===== config.mk =====
export PLATFORM = sky130hd
export DESIGN_NAME = riscv_wb_arbiter_flat
export DESIGN_NICKNAME = d
export VERILOG_FILES = /design/src/rtl/riscv_wb_arbiter_if.sv /design/src/rtl/riscv_wb_arbiter.sv /design/src/flat_wrapper.sv
export SDC_FILE = /design/constraint.sdc
export NUM_CORES = 1
export LEC_CHECK = 0
export ABC_AREA = 1
export CORE_MARGIN = 4
export CORE_UTILIZATION = 42
export CTS_CLUSTER_DIAMETER = 120
export DETAILED_ROUTE_END_ITERATION = 6
export GPL_ROUTABILITY_DRIVEN = 1
export PLACE_DENSITY_LB_ADDON = 0.12
export SETUP_SLACK_MARGIN = 0.4
export SLEW_MARGIN = 25
export SYNTH_ARGS = -nofsm -noshare
export SYNTH_HDL_FRONTEND = slang
export SYNTH_SLANG_ARGS = --single-unit

===== constraint.sdc =====
create_clock -name clk -period 2.1 [get_ports clk]
set_input_delay 0.21 -clock clk [delete_from_list [all_inputs] [get_ports clk]]
set_output_delay 0.21 -clock clk [all_outputs]
set_load 0.01 [all_outputs]

===== src/rtl/riscv_wb_arbiter_if.sv =====
// Bundle of writeback request, register-file write, issue/scoreboard and forwarding
// signals shared between the execution units, decode and riscv_wb_arbiter.
interface riscv_wb_arbiter_if;
  logic [2:0]  req_valid;
  logic [14:0] req_addr;
  logic [95:0] req_data;
  logic [2:0]  req_ready;

  logic [4:0]  wb_addr;
  logic [31:0] wb_data;
  logic        wb_we;

  logic        issue_valid;
  logic [4:0]  issue_rs1;
  logic [4:0]  issue_rs2;
  logic [4:0]  issue_rd;
  logic        issue_stall;
  logic [31:0] pending_mask;

  logic        fwd_rs1_valid;
  logic        fwd_rs2_valid;
  logic [31:0] fwd_rs1_data;
  logic [31:0] fwd_rs2_data;

  // Producers and decode drive requests/issue; the arbiter answers.
  modport master (
    output req_valid, req_addr, req_data,
    output issue_valid, issue_rs1, issue_rs2, issue_rd,
    input  req_ready, wb_addr, wb_data, wb_we,
    input  issue_stall, pending_mask,
    input  fwd_rs1_valid, fwd_rs2_valid, fwd_rs1_data, fwd_rs2_data
  );

  modport slave (
    input  req_valid, req_addr, req_data,
    input  issue_valid, issue_rs1, issue_rs2, issue_rd,
    output req_ready, wb_addr, wb_data, wb_we,
    output issue_stall, pending_mask,
    output fwd_rs1_valid, fwd_rs2_valid, fwd_rs1_data, fwd_rs2_data
  );
endinterface


===== src/rtl/riscv_wb_arbiter.sv =====
// Round-robin writeback arbiter (ALU, load, mul/div) with a register scoreboard that
// stalls issue on RAW/WAW hazards. Optional forwarding path: define RISCV_WB_BYPASS_EN.
module riscv_wb_arbiter (
  input  logic              clk,
  input  logic              rst_n,
  riscv_wb_arbiter_if.slave bus
);
  localparam int ADDR_W = 5;
  localparam int DATA_W = 32;

  logic [1:0]        ptr;
  logic [2:0]        grant_p0;
  logic              acc_p0;
  logic [ADDR_W-1:0] sel_addr_p0;
  logic [DATA_W-1:0] sel_data_p0;

  logic              vld_p1;
  logic [ADDR_W-1:0] wb_addr_p1;
  logic [DATA_W-1:0] wb_data_p1;

  logic [31:0]       pending;
  logic [31:0]       set_vec;
  logic [31:0]       clr_vec;
  logic              stall;

  function automatic logic [2:0] rr_grant(input logic [2:0] v, input logic [1:0] p);
    logic [2:0] g;
    g = 3'b000;
    case (p)
      2'd1: begin
        if (v[1])      g = 3'b010;
        else if (v[2]) g = 3'b100;
        else if (v[0]) g = 3'b001;
      end
      2'd2: begin
        if (v[2])      g = 3'b100;
        else if (v[0]) g = 3'b001;
        else if (v[1]) g = 3'b010;
      end
      default: begin
        if (v[0])      g = 3'b001;
        else if (v[1]) g = 3'b010;
        else if (v[2]) g = 3'b100;
      end
    endcase
    return g;
  endfunction

  // Pointer moves to the requester just after the one granted.
  function automatic logic [1:0] next_ptr(input logic [2:0] g);
    logic [1:0] n;
    n = 2'd0;
    if (g[0])      n = 2'd1;
    else if (g[1]) n = 2'd2;
    return n;
  endfunction

  function automatic logic [31:0] onehot32(input logic [ADDR_W-1:0] a);
    return 32'd1 << a;
  endfunction

  function automatic logic busy(input logic [31:0] p, input logic [ADDR_W-1:0] r);
    return (r != '0) && p[r];
  endfunction

  // ---- p0: arbitration and request select ----
  always_comb begin
    grant_p0 = rr_grant(bus.req_valid, ptr);
    acc_p0   = |grant_p0;
  end

  always_comb begin
    sel_addr_p0 = '0;
    sel_data_p0 = '0;
    for (int i = 0; i < 3; i++) begin
      if (grant_p0[i]) begin
        sel_addr_p0 = bus.req_addr[ADDR_W*i +: ADDR_W];
        sel_data_p0 = bus.req_data[DATA_W*i +: DATA_W];
      end
    end
  end

  always_ff @(posedge clk or negedge rst_n) begin
    if (!rst_n)      ptr <= 2'd0;
    else if (acc_p0) ptr <= next_ptr(grant_p0);
  end

  // ---- p1: registered register-file write ----
  always_ff @(posedge clk or negedge rst_n) begin
    if (!rst_n) begin
      vld_p1     <= 1'b0;
      wb_addr_p1 <= '0;
      wb_data_p1 <= '0;
    end else if (acc_p0) begin
      vld_p1     <= (sel_addr_p0 != '0);
      wb_addr_p1 <= sel_addr_p0;
      wb_data_p1 <= sel_data_p0;
    end else begin
      vld_p1     <= 1'b0;
    end
  end

  // ---- scoreboard ----
  always_comb begin
    stall = bus.issue_valid &
            (busy(pending, bus.issue_rs1) |
             busy(pending, bus.issue_rs2) |
             busy(pending, bus.issue_rd));
    set_vec = '0;
    if (bus.issue_valid && !stall && bus.issue_rd != '0)
      set_vec = onehot32(bus.issue_rd);
    clr_vec = '0;
`ifdef RISCV_WB_BYPASS_EN
    if (acc_p0 && sel_addr_p0 != '0)
      clr_vec = onehot32(sel_addr_p0);
`else
    if (vld_p1)
      clr_vec = onehot32(wb_addr_p1);
`endif
  end

  // Set is OR-ed in after the clear so a same-edge set of one bit wins.
  always_ff @(posedge clk or negedge rst_n) begin
    if (!rst_n) pending <= '0;
    else        pending <= ((pending & ~clr_vec) | set_vec) & 32'hFFFF_FFFE;
  end

  assign bus.req_ready    = grant_p0;
  assign bus.wb_addr      = wb_addr_p1;
  assign bus.wb_data      = wb_data_p1;
  assign bus.wb_we        = vld_p1;
  assign bus.issue_stall  = stall;
  assign bus.pending_mask = pending;

`ifdef RISCV_WB_BYPASS_EN
  // The write in flight this cycle already left the scoreboard; forward its data.
  assign bus.fwd_rs1_valid = vld_p1 && (wb_addr_p1 == bus.issue_rs1) && (bus.issue_rs1 != '0);
  assign bus.fwd_rs2_valid = vld_p1 && (wb_addr_p1 == bus.issue_rs2) && (bus.issue_rs2 != '0);
  assign bus.fwd_rs1_data  = wb_data_p1;
  assign bus.fwd_rs2_data  = wb_data_p1;
`else
  assign bus.fwd_rs1_valid = 1'b0;
  assign bus.fwd_rs2_valid = 1'b0;
  assign bus.fwd_rs1_data  = '0;
  assign bus.fwd_rs2_data  = '0;
`endif
endmodule


===== src/flat_wrapper.sv =====
// flat-port wrapper written by rule: the top's interface ports become plain ports
module riscv_wb_arbiter_flat 
  (clk, rst_n, bus_req_valid, bus_req_addr, bus_req_data, bus_issue_valid, bus_issue_rs1, bus_issue_rs2, bus_issue_rd, bus_req_ready, bus_wb_addr, bus_wb_data, bus_wb_we, bus_issue_stall, bus_pending_mask, bus_fwd_rs1_valid, bus_fwd_rs2_valid, bus_fwd_rs1_data, bus_fwd_rs2_data);
  riscv_wb_arbiter_if bus_i ();
  input  logic clk;
  input  logic rst_n;
  input wire logic [$bits(bus_i.req_valid)-1:0] bus_req_valid;
  input wire logic [$bits(bus_i.req_addr)-1:0] bus_req_addr;
  input wire logic [$bits(bus_i.req_data)-1:0] bus_req_data;
  input wire logic [$bits(bus_i.issue_valid)-1:0] bus_issue_valid;
  input wire logic [$bits(bus_i.issue_rs1)-1:0] bus_issue_rs1;
  input wire logic [$bits(bus_i.issue_rs2)-1:0] bus_issue_rs2;
  input wire logic [$bits(bus_i.issue_rd)-1:0] bus_issue_rd;
  output wire logic [$bits(bus_i.req_ready)-1:0] bus_req_ready;
  output wire logic [$bits(bus_i.wb_addr)-1:0] bus_wb_addr;
  output wire logic [$bits(bus_i.wb_data)-1:0] bus_wb_data;
  output wire logic [$bits(bus_i.wb_we)-1:0] bus_wb_we;
  output wire logic [$bits(bus_i.issue_stall)-1:0] bus_issue_stall;
  output wire logic [$bits(bus_i.pending_mask)-1:0] bus_pending_mask;
  output wire logic [$bits(bus_i.fwd_rs1_valid)-1:0] bus_fwd_rs1_valid;
  output wire logic [$bits(bus_i.fwd_rs2_valid)-1:0] bus_fwd_rs2_valid;
  output wire logic [$bits(bus_i.fwd_rs1_data)-1:0] bus_fwd_rs1_data;
  output wire logic [$bits(bus_i.fwd_rs2_data)-1:0] bus_fwd_rs2_data;
  assign bus_i.req_valid = bus_req_valid;
  assign bus_i.req_addr = bus_req_addr;
  assign bus_i.req_data = bus_req_data;
  assign bus_i.issue_valid = bus_issue_valid;
  assign bus_i.issue_rs1 = bus_issue_rs1;
  assign bus_i.issue_rs2 = bus_issue_rs2;
  assign bus_i.issue_rd = bus_issue_rd;
  assign bus_req_ready = bus_i.req_ready;
  assign bus_wb_addr = bus_i.wb_addr;
  assign bus_wb_data = bus_i.wb_data;
  assign bus_wb_we = bus_i.wb_we;
  assign bus_issue_stall = bus_i.issue_stall;
  assign bus_pending_mask = bus_i.pending_mask;
  assign bus_fwd_rs1_valid = bus_i.fwd_rs1_valid;
  assign bus_fwd_rs2_valid = bus_i.fwd_rs2_valid;
  assign bus_fwd_rs1_data = bus_i.fwd_rs1_data;
  assign bus_fwd_rs2_data = bus_i.fwd_rs2_data;
  riscv_wb_arbiter u_core (.clk(clk), .rst_n(rst_n), .bus(bus_i));
endmodule

==> results of run 1 <==
-- timing repair --
| item | in CTS | in global routing |
|---|---|---|
| hold buffers | 1 | 0 |
| endpoints found under the hold margin | 35 | 0 |
| setup endpoints to repair | 63 | 80 |
| setup buffers | 25 | 18 |
| gates cloned | 13 | 5 |
| gates resized for setup | 136 | 103 |
| pin swaps | 21 | 35 |
-- power groups by stage --
stage / Combinational (µW) / Sequential (µW) / Clock, µW
final: 9500 / 2810 / 1560
after global routing: 10200 / 2880 / 1630
after CTS: 8110 / 2760 / 1570
after detailed placement: 6380 / 2780 / 0
after global placement: 6350 / 2770 / 0
after floorplan: 3220 / 2880 / 0
-- registers in the layout, indices dropped and copies added, names as in the netlist --
signal,cells
u_core.bus.wb_data,32
u_core.bus.pending_mask,31
u_core.bus.wb_addr,5
u_core.ptr,2
u_core.bus.wb_we,1
-- metal layers --
| layer | up-vias | global-route usage |
|---|---|---|
| met5 | - | 0 |
| met4 | 0 | 0.0835 |
| met3 | 47 | 0.0670 |
| met2 | 318 | 0.476 |
| met1 | 3313 | 0.320 |
| li1 | 3392 | - |
-- worst register-to-register path, stage by stage, from the launching register on --
cell	delay [ps]
dfrtp_1	400
inv_2	80
ha_4	300
inv_2	50
o21ai_2	60
nand2_2	110
buf_12	150
buf_6	130
o21ai_0	240
o211ai_1	190
o21ai_1	120
nor2_1	60
nand2_1	60
-- Yosys cell counts, types with 2 or more instances --
library cell  count
inv_2             4
nor4_1            4
buf_4            72
clkbuf_1         19
o221ai_1          2
nand4_1          51
o211ai_1         17
nand2_1         265
a21oi_1          40
nand3_1          80
ha_1              2
nor2_1           76
nor3_1            4
buf_2            21
inv_1            74
buf_6            10
o21ai_0          66
dfrtp_1          71
or2_2             2
-- cells by family after synthesis --
| logic type | after synthesis | synth area share |
|---|---|---|
| AND/OR/NAND/NOR | 487 | 0.366 |
| buffers and inverters | 203 | 0.197 |
| AO/OA/AOI/OAI | 130 | 0.123 |
| flip-flops | 71 | 0.308 |
| adder cells (fa/ha/maj) | 2 | 0.00434 |
| other | 1 | 0.000651 |
-- layout make-up --
| cell class | instances | area share |
|---|---|---|
| repair inverters | 1 | 0.000512 |
| repair buffers | 337 | 0.366 |
| inverters | 80 | 0.0325 |
| clock buffers | 11 | 0.0248 |
| clock inverters | 5 | 0.00589 |
| multi-input cells | 686 | 0.365 |
| well taps | 176 | 0.0225 |
| flip-flops and latches | 71 | 0.183 |
-- worst max-delay path by stage --
stage / endpoint / slack [ps] / startpoint / depth (start not counted)
floorplan: u_core.bus.wb_data[24] / 410 / u_core.ptr[1] / 10
global placement: bus_issue_stall / -620 / bus_issue_rd[0] / 12
detailed placement: bus_issue_stall / -560 / bus_issue_rd[0] / 12
CTS: bus_issue_stall / 130 / u_core.bus.pending_mask[22] / 13
global route: u_core.bus.wb_we / -50 / u_core.ptr[0] / 13
finish: u_core.bus.wb_we / 90 / u_core.ptr[0] / 12
-- stage by stage --
stage / utilization / worst slack (ps) / hold WS (ps) / power [µW] / instance area (µm²)
2_1_floorplan: - / 406 / -85.6 / 6100 / 6060
3_3_place_gp: 0.607 / -624 / 213 / 9120 / 8100
3_5_place_dp: 0.607 / -555 / 217 / 9160 / 8100
4_1_cts: 0.686 / 126 / 390 / 12400 / 9160
5_1_grt: 0.733 / -52.9 / 441 / 14700 / 9780
6_report: 0.733 / 92.1 / 405 / 13900 / 9780
==> run summary, run 1 <==
The flow ran to the end, and the final reports show no timing, DRC or antenna violations. The internal power of the cells totals 7890 µW. For the sequential element share of the synthesized area, the log shows 0.308.

Summed over all instances, the cell type with the most area after synthesis is dfrtp_1. The top-area cell type share of the netlist area was 0.308; the static leakage was 0.00464 µW. The worst slew margin relative to its limit was 0.612. The peak fanout along the critical path is 8. The most used flip-flop cell after synthesis is dfrtp_1. Entering global routing, the biggest net connects 50 pins.

Synthesized area per cell: 6.45 µm². The combined area of all synthesized cells is 5760 µm². During I/O placement, the number of pins put on the boundary was 272. The cell count after synthesis was 894.

The total overflow left after global routing is 0. The peak ir drop on the vdd network was 0.831 mV; the count of warnings emitted by yosys was 0. Clock tree synthesis found a total of 71 sinks. Excluding fillers, the count of instances in the completed layout stands at 1367. The clock arrives with 11.0 ps of skew. The wire-length estimate of the detail-placed layout is 15.7 mm. Signal routing reaches up to met4.

The count of pins over their slew limit was 0. The quantity of I/O buffers inserted on ports was 204. For this block, wires on met1 add up to 9.05 mm. The pre-antenna-repair detailed-routing pass consisted of 5 iterations. Setup total negative slack on the finished layout was measured at 0 ps.

The proportion of register bits with asynchronous set or reset after synthesis was 1.00; the filler cell count in the final layout was 1034. The global-route usage over all layers was 0.269. By instance count, the cell type seen most on the critical path is inv_2. The fraction of layout cells with a size suffix above 1 works out to 0.224. Summed over all nets, the switching power comes to 5980 µW. For the worst-case clock buffer depth, the log shows 2. The post-route clock period utilization came out at 0.956.

STA puts the critical path data arrival time at 2290 ps. The tools report the cell at the root of the clock tree as clkbuf_16. The tools report the power share of the sequential group as 0.202. The cell family contributing the most delay on the critical path is compound AO/OA/AOI/OAI gates. The source-to-sink clock delay at the later pin of the worst-skew pair was 340 ps. The violation count after the first detailed-route iteration is 455.

The synthesized netlist contains 33 unique library cells. The effective utilization at floorplan came out at 0.432. Via count of the first global-routing pass: 6535. The tools report the flip-flop and latch area as 1790 µm². The worst setup path is captured at a flop.

The worst setup path is launched from a flop. The number of clock buffers added by TritonCTS is 9. Timing would allow up to 0.498 GHz. Horizontal die dimension: 125 µm.

In the routed layout, each cell is associated on average with a via count of 5.17. After detailed routing, the met3 layer carries 1.73 mm of wire. Summing all multi-input logic gate instances after layout gives 3570 µm². Data on the critical path is required at its endpoint by 2380 ps.

The number of hold violations in the final report is 0. The floorplan has 42 rows. The type of the tightest min-delay check is in2async.

The run gives 0.113 as the clock share of power. The tools report the reg-to-reg endpoint as u_core.bus.wb_we. The run gives 12.4 mm as the amount of wire on met2 after detailed routing. The number of nets in the layout was 1320. On the worst path, the slowest cell contributes a delay of 400 ps. At the pin with the least slew margin, the transition time is 580 ps.

The run gives 0 as the remaining routing DRC violations. The total number of vias is 7070. TritonCTS built the clock tree.

The H-tree was split into 3 levels. In this run the register-to-register setup slack is 90 ps. The clock-pin slew on the worst setup and hold paths was 60 ps; the combinational fraction of design power was 0.685.

For the antenna diode count, the log shows 0. The tools report the area of the core as 13300 µm². The type of the worst setup path was reg2reg.

The detail route stage leaves a number of antenna-violating nets equal to 0. In the layout the commonest cells are nand2_1 (245), clkdlybuf4s50_1 (188), buf_4 (77). The average wire length per cell after detail routing is 17.4 µm.

Setup repair after global routing could not meet its margin everywhere. In this run the vertical extent of the chip is 125 µm. The first global-routing pass estimated 34.2 mm of wire.

For the total detailed-routing wirelength, the log shows 23.8 mm. By area the synthesized netlist is led by dfrtp_1 (31%), nand2_1 (17%), buf_4 (9.4%). Max-cap violations in this run came to 0. The most frequent standard cell in the layout excluding fill and tap cells is nand2_1.

The startpoint identified for the worst register-to-register timing path is u_core.ptr[0]. The area growth from synthesis to layout is 69.7%. The switching share of power was 0.431. Power spread over the standard cell area amounts to 1420 nW/µm². The minimum clock period works out to 2010 ps. For the worst flop-to-flop path, the logic depth is 12. The sum of buffers and inverters on the critical path works out to 4. For the number of antenna violations at the first check in global routing, the log shows 0. The signal on the critical path passes through inv_2, ha_4, inv_2, o21ai_2, nand2_2, buf_12, buf_6, o21ai_0, o211ai_1, o21ai_1, nor2_1, nand2_1. The flip-flop and latch count after synthesis was 71. The synthesized design contains 0 enable-type register cells. After detailed placement, the design holds a cell count of 1289. The logs give 0 for the final setup violation count and 15700 µm² for the full die area.

The congestion estimate from routability-driven global placement came to 0.924. On the critical path, the stage with the largest delay is an instance of dfrtp_1.
(Power assumes the default switching activity.)
==> run 2, diff against run 1 <==
--- a/config.mk
+++ b/config.mk
@@ -10,7 +10,6 @@
 export CORE_UTILIZATION = 42
 export CTS_CLUSTER_DIAMETER = 120
 export DETAILED_ROUTE_END_ITERATION = 6
-export GPL_ROUTABILITY_DRIVEN = 1
 export PLACE_DENSITY_LB_ADDON = 0.12
 export SETUP_SLACK_MARGIN = 0.4
 export SLEW_MARGIN = 25
==> results of run 2 <==
The final DEF is identical to that of run 1; final timing and power are the same.
==> edit, RTL diff (config.mk and constraints of run 1) <==
Build with the macro `RISCV_WB_BYPASS_EN` defined.
--- a/src/rtl/riscv_wb_arbiter.sv
+++ b/src/rtl/riscv_wb_arbiter.sv
@@ -1,5 +1,7 @@
 // Round-robin writeback arbiter (ALU, load, mul/div) with a register scoreboard that
 // stalls issue on RAW/WAW hazards. Optional forwarding path: define RISCV_WB_BYPASS_EN.
+`define RISCV_WB_BYPASS_EN
+
 module riscv_wb_arbiter (
   input  logic              clk,
   input  logic              rst_n,
Function: changed (Yosys sat finds a counterexample within 4 cycles, from zero or initial values and one cycle with rst_n low).
==> edit against run 1 <==
Critical endpoint is now u_core.bus.pending_mask[30]$_DFF_PN0_; cell area increased by 11%; critical path type unchanged; the run now ends with setup timing left; sequential cell count unchanged; power increased by 20%; first-iteration DRC count increased by 50%; clock power increased by 3%; routed wire length increased by 14%; worst setup slack got worse by 180 ps; area after synthesis increased by 3.8%.
==> edit: results (changes against run 1) <==
sta:
  skew_ps: 8.97  # -2.03 ps
  fin_ws_ps: -89.6  # -182 ps
  tns_ps: -1990  # -1990 ps
  relSlewSlack: 0.365  # -0.247
  finalSetupViolations: 39  # +39
finish:
  fillers: 962  # -7.0%
  final_nets: 1349  # +2.2%
  largest_reg_flops: 32  # unchanged
  instances_no_fill: 1400  # +2.4%
  n_antenna_cell: 0  # unchanged
  drive_gt1_frac: 0.283  # +0.0586
power_and_ir_drop:
  comb_power_share: 0.739  # +0.054
  p_sw_uw: 7140  # +19%
  powerClk_uw: 1600  # +3%
  internal_power_uw: 9450  # +20%
  vdd_drop_max_uv: 836  # +0.59%
  p_leak_uw: 0.00498  # +7.4%
worst_setup_path:
  worst_path_max_delay_cell: "dfrtp_1"
  critPathTopFamily: "simple AND/OR/NAND/NOR gates"
  cpPeakStageDelay_ps: 430  # +30 ps
  critical_path_peak_fanout: 16  # +8
  start_kind: "flip-flop"
  timing.rr.start: "u_core.ptr[1]$_DFFE_PN0P_"
clock_tree:
  h-tree-depth: 3  # unchanged
  cts_made_buffers: 9  # unchanged
  path_clk_slew_ps: 60  # about the same
  cts_buffer_depth: 2  # unchanged
  clk_latency_ps: 350
  clock-root-buffer: "clkbuf_16"
synth:
  syn-num-nets: 1017
  synth_commonest_cells: "nand2_1, nand3_1, nand4_1, buf_4"
  yosysSeqAreaShare: 0.297  # -0.0113
  synth_cell_type_count: 39  # +18%
  synth_ff_type: "dfrtp_1"
  syn_avg_cell_area_um2: 6.77  # +5.1%
  synthTopCellsByArea: "dfrtp_1, nand2_1, buf_4"
  yosysWarnings: 0  # unchanged
  async_reset_ff_frac: 1.00  # unchanged
place:
  gp_congestion: 0.955  # +3.3%
  pre_cts_ws_ps: -569  # -13.9 ps
  port_buffers: 270  # +32%
  place_area_um2: 9060  # +12%
  hpwl_um: 17200  # +9.2%
global_routing:
  first_global_vias: 7199  # +10%
  grt_pass1_wl_um: 39400  # +15%
  antenna_found_initial: 0  # unchanged
  gr-usage-all-layers: 0.306  # +0.0379
  grt_max_degree: 55  # +10%
detailed_routing:
  firstDrtPassIters: 5  # unchanged
  wl_um: 27200  # +14%
  via_count: 7810  # +10%
  drt_iter0_markers: 681  # +50%
run_status:
  violations: "setup timing"
  status: "complete, but fails checks"
min_path:
  hold_path_class: "in -> async"
## edit: timing repair
action | CTS | global route
hold buffers | 1 | 0
resized for setup | 160 | 84
endpoints found under the hold margin | 17 | 0
buffers inserted | 38 | 4
endpoints found under the setup margin | 79 | 80
pin swaps | 47 | 61
gates cloned | 13 | 5
## edit: path summary, 6_finish.rpt
kind / endpoint / slack [ps] / cells after the start
max: u_core.bus.pending_mask[30]$_DFF_PN0_ / -90 / 16
min: u_core.bus.fwd_rs1_data[23]$_DFFE_PN0P_ / 280 / 2
max reg2reg: u_core.bus.pending_mask[30]$_DFF_PN0_ / -90 / 16
min reg2reg: u_core.bus.pending_mask[10]$_DFF_PN0_ / 540 / 2
max in group asynchronous: u_core.bus.pending_mask[26]$_DFF_PN0_ / 1200 / 3
min in group clk: u_core.bus.fwd_rs1_data[15]$_DFFE_PN0P_ / 420 / 3
## edit: cell families after synthesis
logic type	after synthesis	share of synthesized area
simple gates	520	0.405
buf+inv	201	0.190
compound gates	86	0.100
flops	71	0.297
xor+xnor	2	0.00293
fa+ha+maj	2	0.00418
other cells	1	0.000627
## edit: area by class of cell
| class | count | area [um2] | area share |
|---|---|---|---|
| flip-flops and latches | 71 | 1780 | 0.164 |
| well taps | 180 | 225 | 0.0207 |
| clock inverters | 5 | 57.6 | 0.00530 |
| repair buffers | 438 | 4610 | 0.424 |
| clock buffers | 11 | 243 | 0.0223 |
| multi-input cells | 612 | 3610 | 0.333 |
| inverters | 83 | 337 | 0.0310 |
## edit: metal layers
| metal | vias up | global-route usage | routed length, um |
|---|---|---|---|
| met5 | - | 0 | 0 |
| met1 | 3673 | 0.405 | 10600 |
| met2 | 498 | 0.496 | 13000 |
| met4 | 0 | 0.0991 | 816 |
| met3 | 66 | 0.0723 | 2790 |
| li1 | 3573 | - | - |
